[config.mk]
export PLATFORM = sky130hd
export DESIGN_NAME = safecrack_lockout_ctrl
export DESIGN_NICKNAME = d
export VERILOG_FILES = /design/src/rtl/safecrack_lockout_ctrl.sv
export SDC_FILE = /design/constraint.sdc
export NUM_CORES = 1
export LEC_CHECK = 0
export BUFFER_PORTS_ARGS = -buffer_cell sky130_fd_sc_hd__buf_2
export CAP_MARGIN = 40
export CORE_ASPECT_RATIO = 1.1
export CORE_UTILIZATION = 50
export DETAILED_ROUTE_END_ITERATION = 8
export PLACE_DENSITY_LB_ADDON = 0.3
export SYNTH_ARGS = -nofsm -noshare
export SYNTH_HDL_FRONTEND = slang
export SYNTH_SLANG_ARGS = --single-unit
[constraint.sdc]
create_clock -name clk -period 3.2 [get_ports clk]
set_input_delay 0.16 -clock clk [delete_from_list [all_inputs] [get_ports clk]]
set_output_delay 0.16 -clock clk [all_outputs]
set_load 0.1 [all_outputs]
[src/rtl/safecrack_lockout_ctrl.sv]
// rtl/safecrack_lockout_ctrl.sv - failed-attempt counter with timed keypad lockout
module safecrack_lockout_ctrl #(
  parameter int TICKS_PER_SEC = 50_000_000,
  parameter int MAX_ERRORS    = 3,
  parameter int LOCK_SECONDS  = 10
) (
  input  logic                              clk,
  input  logic                              rst,
  input  logic                              attempt_fail,
  input  logic                              attempt_ok,
  input  logic                              clear_errs,
  output logic                              locked,
  output logic                              fsm_clear,
  output logic [$clog2(MAX_ERRORS+1)-1:0]   err_count,
  output logic [MAX_ERRORS-1:0]             leds_erros,
  output logic [LOCK_SECONDS-1:0]           leds_segundos
);

  localparam int EW = $clog2(MAX_ERRORS + 1);
  localparam int PW = $clog2(TICKS_PER_SEC);
  localparam int SW = $clog2(LOCK_SECONDS + 1);

  localparam logic [EW-1:0] ERR_MAX    = EW'(MAX_ERRORS);
  localparam logic [EW-1:0] ERR_LAST   = EW'(MAX_ERRORS - 1);
  localparam logic [PW-1:0] PRESC_LAST = PW'(TICKS_PER_SEC - 1);
  localparam logic [SW-1:0] SEC_MAX    = SW'(LOCK_SECONDS);
  localparam logic [SW-1:0] SEC_LAST   = SW'(LOCK_SECONDS - 1);

  typedef enum logic [1:0] {
    ARMED   = 2'd0,
    LOCKED  = 2'd1,
    RELEASE = 2'd2
  } state_t;

  state_t          state;
  state_t          state_nxt;
  logic [EW-1:0]   err_nxt;
  logic [PW-1:0]   presc;
  logic [PW-1:0]   presc_nxt;
  logic [SW-1:0]   sec_cnt;
  logic [SW-1:0]   sec_nxt;

  always_ff @(posedge clk) begin
    if (!rst) begin
      state     <= ARMED;
      err_count <= '0;
      presc     <= '0;
      sec_cnt   <= '0;
    end else begin
      state     <= state_nxt;
      err_count <= err_nxt;
      presc     <= presc_nxt;
      sec_cnt   <= sec_nxt;
    end
  end

  always_comb begin
    state_nxt = state;
    err_nxt   = err_count;
    presc_nxt = presc;
    sec_nxt   = sec_cnt;
    locked    = 1'b0;
    fsm_clear = 1'b0;
    case (state)
      ARMED: begin
        // clear_errs wins over fail, and a fail swallows a simultaneous ok
        if (clear_errs) begin
          err_nxt = '0;
        end else if (attempt_fail) begin
          if (err_count >= ERR_LAST) begin
            err_nxt   = ERR_MAX;
            presc_nxt = '0;
            sec_nxt   = '0;
            state_nxt = LOCKED;
          end else begin
            err_nxt = err_count + 1'b1;
          end
        end else if (attempt_ok) begin
          err_nxt = '0;
        end
      end
      LOCKED: begin
        locked  = 1'b1;
        err_nxt = ERR_MAX;
        if (presc == PRESC_LAST) begin
          presc_nxt = '0;
          if (sec_cnt >= SEC_LAST) begin
            sec_nxt   = SEC_MAX;
            state_nxt = RELEASE;
          end else begin
            sec_nxt = sec_cnt + 1'b1;
          end
        end else begin
          presc_nxt = presc + 1'b1;
        end
      end
      RELEASE: begin
        locked    = 1'b1;
        fsm_clear = 1'b1;
        err_nxt   = '0;
        presc_nxt = '0;
        sec_nxt   = '0;
        state_nxt = ARMED;
      end
      default: begin
        state_nxt = ARMED;
      end
    endcase
  end

  for (genvar i = 0; i < MAX_ERRORS; i++) begin : g_err_led
    assign leds_erros[i] = (err_count > EW'(i));
  end

  for (genvar k = 0; k < LOCK_SECONDS; k++) begin : g_sec_led
    assign leds_segundos[k] = (sec_cnt > SW'(k));
  end

endmodule

==> out/qor.yml, run 1 <==
outcome:
  status: "completed"
logic_synthesis:
  synthMuxAreaShare_pct: 0.523
  synth-async-reset-ratio_pct: 0
  syn_avg_cell_area_sq_um: 8.18
  synth_compound_area_share_pct: 10.1
  synth_area_leaders: "dfxtp_1 (36%), xor2_1 (7.3%), nor2_1 (7.3%)"
  synthSimpleGateAreaFrac_pct: 31.2
  synthesis.nets: 250
  mappedNetlistArea_sq_um: 1910
  yosysTopAreaCellShare_pct: 35.6
  synth_top_family_by_area: "simple AND/OR/NAND/NOR gates"
  synth_seq_area_share_pct: 35.6
  synth_fa_ha_area_share_pct: 7.19
  synth-main-ff-cell: "dfxtp_1"
  yosysWarnings: 0
  yosys.area.top_type: "dfxtp_1"
  synth-xor-area-share_pct: 11.0
  ys_seq_elements: 34
  synth_edf_count: 0
  synthCells: 234
  synth.distinct_cells: 42
critical_path:
  endpoint: "presc[15]$_SDFFE_PN0P_"
  critPathBufInv: 1
  cp_slowest_cell: "nor4_1"
  crit_family: "simple AND/OR/NAND/NOR gates"
  r2r-start: "presc[3]$_SDFFE_PN0P_"
  critPathLaunchType: "flip-flop"
  critPathArrivalTime_ps: 2320
  crit_required_ps: 3370
  worst_setup_path_end_kind: "flip-flop"
  r2r_end: "presc[15]$_SDFFE_PN0P_"
  r2r_cells: 6
  crit_start: "presc[3]$_SDFFE_PN0P_"
  cpPeakStageDelay_ps: 720
  r2r_slack_ps: 1050
  critPathKind: "flip-flop to flip-flop"
  cp.depth: 6
  path_cells: "nand4_1, nor4_1, a21oi_1, o21ai_2, buf_4, nor2_1"
  crit_fanout: 26
finish:
  antenna_cells: 0
  stdcell_count: 308
  area_growth_pct: 12.6
  utilization_pct: 59.0
  n_fill_cell: 348
  register_area_sq_um: 681
  multi_input_area_sq_um: 1150
  final_cell_mix: "nor2_1 (37), dfxtp_1 (34), buf_2 (21)"
  layout-drive-gt1-share_pct: 15.5
  fin_nets: 273
  final_common_cell: "nor2_1"
clock_network:
  cts_tree: "yes"
  cts_root_buffer: "clkbuf_8"
  clk_pin_slew_ps: 70
  clk_latency_ps: 290
  cts.sinks: 34
  numCtsBuffers: 5
  ctsHtreeMaxLevel: 2
  post_cts.repair.setup_buffers: 0
  clock_path_buffers: 2
  hold_buffers: 0
  post_cts_resized: 0
global_route:
  grt_pass1_wl_microns: 6220
  grt_max_degree: 27
  grt_overflow: 0
  antenna_found_initial: 0
  grt_pass1_vias: 1398
  grt_usage_pct: 20.5
floorplan:
  initial_core_util_pct: 52.4
  fp-row-count: 23
  dieArea_sq_um: 4080
  die-height_microns: 66.9
  pin_count: 22
  die_w_microns: 61.0
  core_sq_um: 3650
placed_design:
  post-place-cells: 300
  gp_congestion: 0.780
  io_buffers: 21
  dp_hpwl_microns: 2720
sta:
  worstMarginPinSlew_ps: 787
  rsz0062_at_grt: "false"
  slew_headroom_pct: 47.1
  layout_min_cycle_time_ps: 2150
  period_share_pct: 67.2
  skew_ps: 8.08
  finalSetupTns_ps: 0
  fmax_mhz: 465
  drv_slew: 0
  setup_viol: 0
  finalHoldViolations: 0
detailed_routing:
  drc: 0
  firstDrtPassIters: 4
  antenna_left: 0
  drt_iter0_drc: 105
  finalWirelength_microns: 3860
  vias: 1680
  routedWlPerCell_microns: 12.5
  vias_per_cell: 5.45
power:
  p_clk_share_pct: 35.0
  power_frac_comb_pct: 17.5
  switchingPower_w: 0.000280
  p_int_w: 0.000643
  leakagePower_nw: 0.851
  finalPower_w: 0.000923
  p_sw_share_pct: 30.4
  powerDensity_nw_per_um2: 428
  vdd_drop_max_uv: 238
  pwr-share-seq_pct: 47.5
min_path:
  hold_class: "primary input to flip-flop"
job:
  cap_violations: 0
==> registers in the layout (all words and copies together), names as in the netlist <==
name       flops
err_count      2
presc         26
sec_cnt        4
state          2
==> area by class of cell <==
cell class / instances / area share, %
well taps: 50 / 2.90
repair buffers: 25 / 6.09
inverters: 11 / 1.92
clock buffers: 7 / 4.00
multi-input cells: 180 / 53.3
clock inverters: 1 / 0.232
flip-flops and latches: 34 / 31.6
==> per-layer routing <==
metal / up-vias / part of all wire, % / GRT usage (%) / routed length [microns]
met4: 0 / 1.5 / 8.81 / 57
met2: 31 / 47 / 34.1 / 1800
met1: 784 / 49 / 25.6 / 1880
met5: - / 0 / 0 / 0
li1: 858 / - / - / -
met3: 7 / 3.3 / 3.50 / 127
==> worst reg2reg max path, stage by stage, from the launching register on <==
cell	delay [ps]
dfxtp_1	410
nand4_1	180
nor4_1	720
a21oi_1	190
o21ai_2	140
buf_4	300
nor2_1	100
==> cells in the mapped netlist, drive strengths merged, types with 2 or more instances <==
library cell  number
a221oi             2
and4               2
and2               4
nand4             13
nor3               5
buf                4
ha                11
a21oi             12
o21ai              9
nor2              37
xor2              16
nor4b              2
nand3             13
dfxtp             34
nor2b              3
nand2             17
a31oi              3
o2111ai            2
clkbuf             5
or4                2
nor4               4
inv               11
and3               4
xnor2              8
==> stage by stage <==
stage	instance area [sq um]	worst slack, ps	hold WS (ps)
floorplan	1910	180	298
detailed placement	2060	1090	464
CTS	2160	1060	165
finish	2160	1050	163
global route	2160	862	177
global placement	2050	1100	457
==> power groups by stage <==
stage               Combinational (W)  Clock (W)  Sequential, W
detailed placement           0.000161          0       0.000448
global placement             0.000156          0       0.000448
CTS                          0.000162   0.000329       0.000439
floorplan                    0.000118          0       0.000460
global route                 0.000174   0.000349       0.000440
finish                       0.000162   0.000323       0.000439
==> worst min-delay path by stage <==
stage,start,endpoint,slack (ps),cells past startpoint
6_report,rst,err_count[1]$_SDFFE_PN0P_,160,3
4_1_cts,rst,err_count[1]$_SDFFE_PN0P_,160,3
5_1_grt,rst,err_count[1]$_SDFFE_PN0P_,180,3
3_3_place_gp,rst,err_count[1]$_SDFFE_PN0P_,460,3
2_1_floorplan,rst,err_count[0]$_SDFFE_PN0P_,300,2
3_5_place_dp,rst,err_count[1]$_SDFFE_PN0P_,460,3
==> cell families after synthesis <==
group                      after synthesis
adders and majority gates               11
DFF                                     34
AOI/OAI and AO/OA                       32
buffers and inverters                   20
muxes                                    1
and+or+nand+nor                        112
xor gates and xnor gates                24
Power figures use the tool's default switching activity.
==> run 2, diff against run 1 <==
--- a/config.mk
+++ b/config.mk
@@ -5,6 +5,7 @@
 export SDC_FILE = /design/constraint.sdc
 export NUM_CORES = 1
 export LEC_CHECK = 0
+export ABC_AREA = 1
 export BUFFER_PORTS_ARGS = -buffer_cell sky130_fd_sc_hd__buf_2
 export CAP_MARGIN = 40
 export CORE_ASPECT_RATIO = 1.1
==> constraint.sdc (replaced) <==
create_clock -name clk -period 2.15 [get_ports clk]
set_input_delay 0.1075 -clock clk [delete_from_list [all_inputs] [get_ports clk]]
set_output_delay 0.1075 -clock clk [all_outputs]
set_load 0.1 [all_outputs]
==> run 2 against run 1 <==
  * Hold slack worse by 0.87 ps
  * Combinational power rose to 8.6 times the previous value
  * Worst setup slack worse by 910 ps
  * Total power rose to 2.9 times the previous value
  * Non-clock buffer count unchanged
  * Largest power group is now combinational logic
==> out/qor.yml, run 2 <==
critical_path:
  critPathLaunchType: "flip-flop"
  critPathArrivalTime_ps: 1900  # -420 ps
  r2r-start: "state[0]$_SDFFE_PN0P_"
  cpPeakStageDelay_ps: 430  # -290 ps
  crit_required_ps: 2040  # -1330 ps
  r2r_slack_ps: 310  # -740 ps
  r2r_end: "presc[22]$_SDFFE_PN0P_"
  r2r_cells: 10  # +4
  crit_fanout: 6  # -77%
  worst_setup_path_end_kind: "primary output"
  critPathKind: "flip-flop to primary output"
  cp_slowest_cell: "buf_2"
  path_cells: "inv_1, ha_1, or2_2, o21ai_1, buf_2"
logic_synthesis:
  synth-async-reset-ratio_pct: 0  # unchanged
  yosysWarnings: 0  # unchanged
  synth.most_common_cell: "nand2_1"
  synthCells: 322  # +38%
  synth_seq_area_share_pct: 31.4  # -4.2 points
  synth_edf_count: 0  # unchanged
  synth_common_cells: "nand2_1 (71), nor2_1 (54), inv_1 (43)"
  yosys.area.top_type: "dfxtp_1"
  ys_seq_elements: 34  # unchanged
  synth.distinct_cells: 31  # -26%
  syn_avg_cell_area_sq_um: 6.74  # -18%
  mappedNetlistArea_sq_um: 2170  # +13%
  synth-main-ff-cell: "dfxtp_1"
  synth_area_leaders: "dfxtp_1 (31%), nand2_1 (12%), nor2_1 (9.3%)"
  synthesis.nets: 338  # +35%
  yosysTopAreaCellShare_pct: 31.4  # -4.2 points
clock_network:
  post_cts_resized: 0  # unchanged
  cts.sinks: 34  # unchanged
  clk_latency_ps: 290  # about the same
  cts_tree: "yes"
  clock_path_buffers: 2  # unchanged
  cts_root_buffer: "clkbuf_8"
  ctsHtreeMaxLevel: 2  # unchanged
  clk_pin_slew_ps: 70  # about the same
  numCtsBuffers: 5  # unchanged
  hold_buffers: 0  # unchanged
sta:
  slew_headroom_pct: 67.8  # +21 points
  fmax_mhz: 497
  drv_slew: 0  # unchanged
  finalHoldViolations: 0  # unchanged
  rsz0062_at_grt: "false"
  period_share_pct: 93.6
  whs_ps: 162  # -0.873 ps
  layout_min_cycle_time_ps: 2010
  setup_viol: 0  # unchanged
  skew_ps: 8.78  # +0.700 ps
  worstMarginPinSlew_ps: 486  # -300 ps
finish:
  antenna_cells: 0  # unchanged
  layout-drive-gt1-share_pct: 16.9  # +1.4 points
  fin_nets: 364  # +33%
  largestRegisters: "presc (26), sec_cnt (4)"
  final_cell_mix: "nand2_1 (71), nor2_1 (54), inv_1 (43)"
  area_growth_pct: 12.8
  final_common_cell: "nand2_1"
  regMostFlops: "presc"
  largest_reg_flops: 26  # unchanged
min_path:
  hold_depth: 4  # +1
  whs_endpoint: "err_count[1]$_SDFFE_PN0P_"
  hold_class: "primary input to flip-flop"
  hold_start: "clear_errs"
global_route:
  grt_max_degree: 27  # unchanged
  grt_usage_pct: 22.1  # +1.5 points
  grt_pass1_wl_microns: 7980  # +28%
  antenna_found_initial: 0  # unchanged
  grt_overflow: 0  # unchanged
  grt_pass1_vias: 1936  # +38%
detailed_routing:
  routedWlPerCell_microns: 11.2  # -11%
  antenna_left: 0  # unchanged
  firstDrtPassIters: 4  # unchanged
  finalWirelength_microns: 4490  # +16%
  vias: 2023  # +20%
  drc: 0  # unchanged
  drt_iter0_drc: 64  # -39%
  vias_per_cell: 5.04  # -7.5%
power:
  powerDensity_nw_per_um2: 1100  # +160%
  vdd_drop_max_uv: 414  # +74%
  leakagePower_nw: 1.12  # +31%
  finalPower_w: 0.00270  # +190%
floorplan:
  fp-row-count: 24  # +4.3%
  die_w_microns: 64.8  # +6.2%
  initial_core_util_pct: 53.5  # +1.1 points
  core_sq_um: 4050  # +11%
  die-height_microns: 71.1  # +6.3%
  pin_count: 22  # unchanged
  dieArea_sq_um: 4610  # +13%
placed_design:
  gp_congestion: 0.878  # +13%
  io_buffers: 21  # unchanged
  dp_hpwl_microns: 3410  # +25%
outcome:
  status: "completed"
job:
  cap_violations: 0  # unchanged
-- run 2: routing by layer --
| layer | global-route usage, % | vias to the layer above | wire length (microns) |
|---|---|---|---|
| li1 | - | 1064 | - |
| met1 | 24.0 | 923 | 1960 |
| met2 | 40.9 | 28 | 2320 |
| met3 | 4.35 | 8 | 123 |
| met4 | 8.89 | 0 | 85 |
| met5 | 0 | - | 0 |
-- run 2: worst max-delay path: cells and delay by family, from the launching register on --
| kind | cells | cell delay (ps) |
|---|---|---|
| compound gates | 1 | 110 |
| fa+ha+maj | 1 | 230 |
| buf+inv | 2 | 570 |
| flops | 1 | 390 |
| simple gates | 1 | 300 |
-- run 2: cell type report --
class | instances | area, sq um
fill | 384 | 1610
multi-input combinational | 236 | 1280
sequential | 34 | 682
inverter | 46 | 173
timing repair buffer | 25 | 135
clock buffer | 5 | 68.8
tap | 52 | 65.1
clock inverter | 3 | 40.0
-- run 2: worst max-delay path by stage --
stage	to	depth (start not counted)	startpoint	slack [ps]
after CTS	leds_segundos[5]	5	sec_cnt[0]$_SDFFE_PN0P_	130
after global placement	presc[20]$_SDFFE_PN0P_	10	state[0]$_SDFFE_PN0P_	340
after floorplan	leds_segundos[5]	4	sec_cnt[0]$_SDFFE_PN0P_	-290
after detailed placement	presc[20]$_SDFFE_PN0P_	10	state[0]$_SDFFE_PN0P_	260
after global routing	leds_segundos[5]	5	sec_cnt[0]$_SDFFE_PN0P_	60
final	leds_segundos[5]	5	sec_cnt[0]$_SDFFE_PN0P_	140
-- run 2: timing repair --
action / in CTS / in global routing
hold endpoints to repair: 0 / 0
buffers inserted: 0 / 4
setup endpoints to repair: 0 / 2
-- run 2: cell families after synthesis --
family          count (synthesis)  share of synthesized area (%)
mux                             1                          0.461
compound gates                 24                           6.00
simple gates                  189                           41.3
xor+xnor                       11                           4.44
buf+inv                        52                           10.0
flops                          34                           31.4
fa+ha+maj                      11                           6.34
-- run 2: report_power, final --
group | total [W] | switching, W | internal, W | leakage (nW)
clock | 0.000579 | 0.000238 | 0.000341 | 0.0579
sequential | 0.000726 | 0.0000466 | 0.000679 | 0.275
combinational | 0.00139 | 0.00111 | 0.000283 | 0.784
total | 0.00270 | 0.00139 | 0.00130 | 1.12
-- run 2: through the flow --
stage / cell area, sq um / utilization [%] / setup slack (ps) / std cells / setup TNS [ps]
finish: 2450 / 60.4 / 138 / 401 / 0
global route: 2450 / 60.4 / 57.6 / 401 / 0
CTS: 2420 / 59.6 / 126 / 397 / 0
detailed placement: 2310 / 56.9 / 257 / 389 / 0
global placement: 2310 / 56.9 / 341 / 389 / 0
floorplan: 2180 / - / -288 / 322 / -489
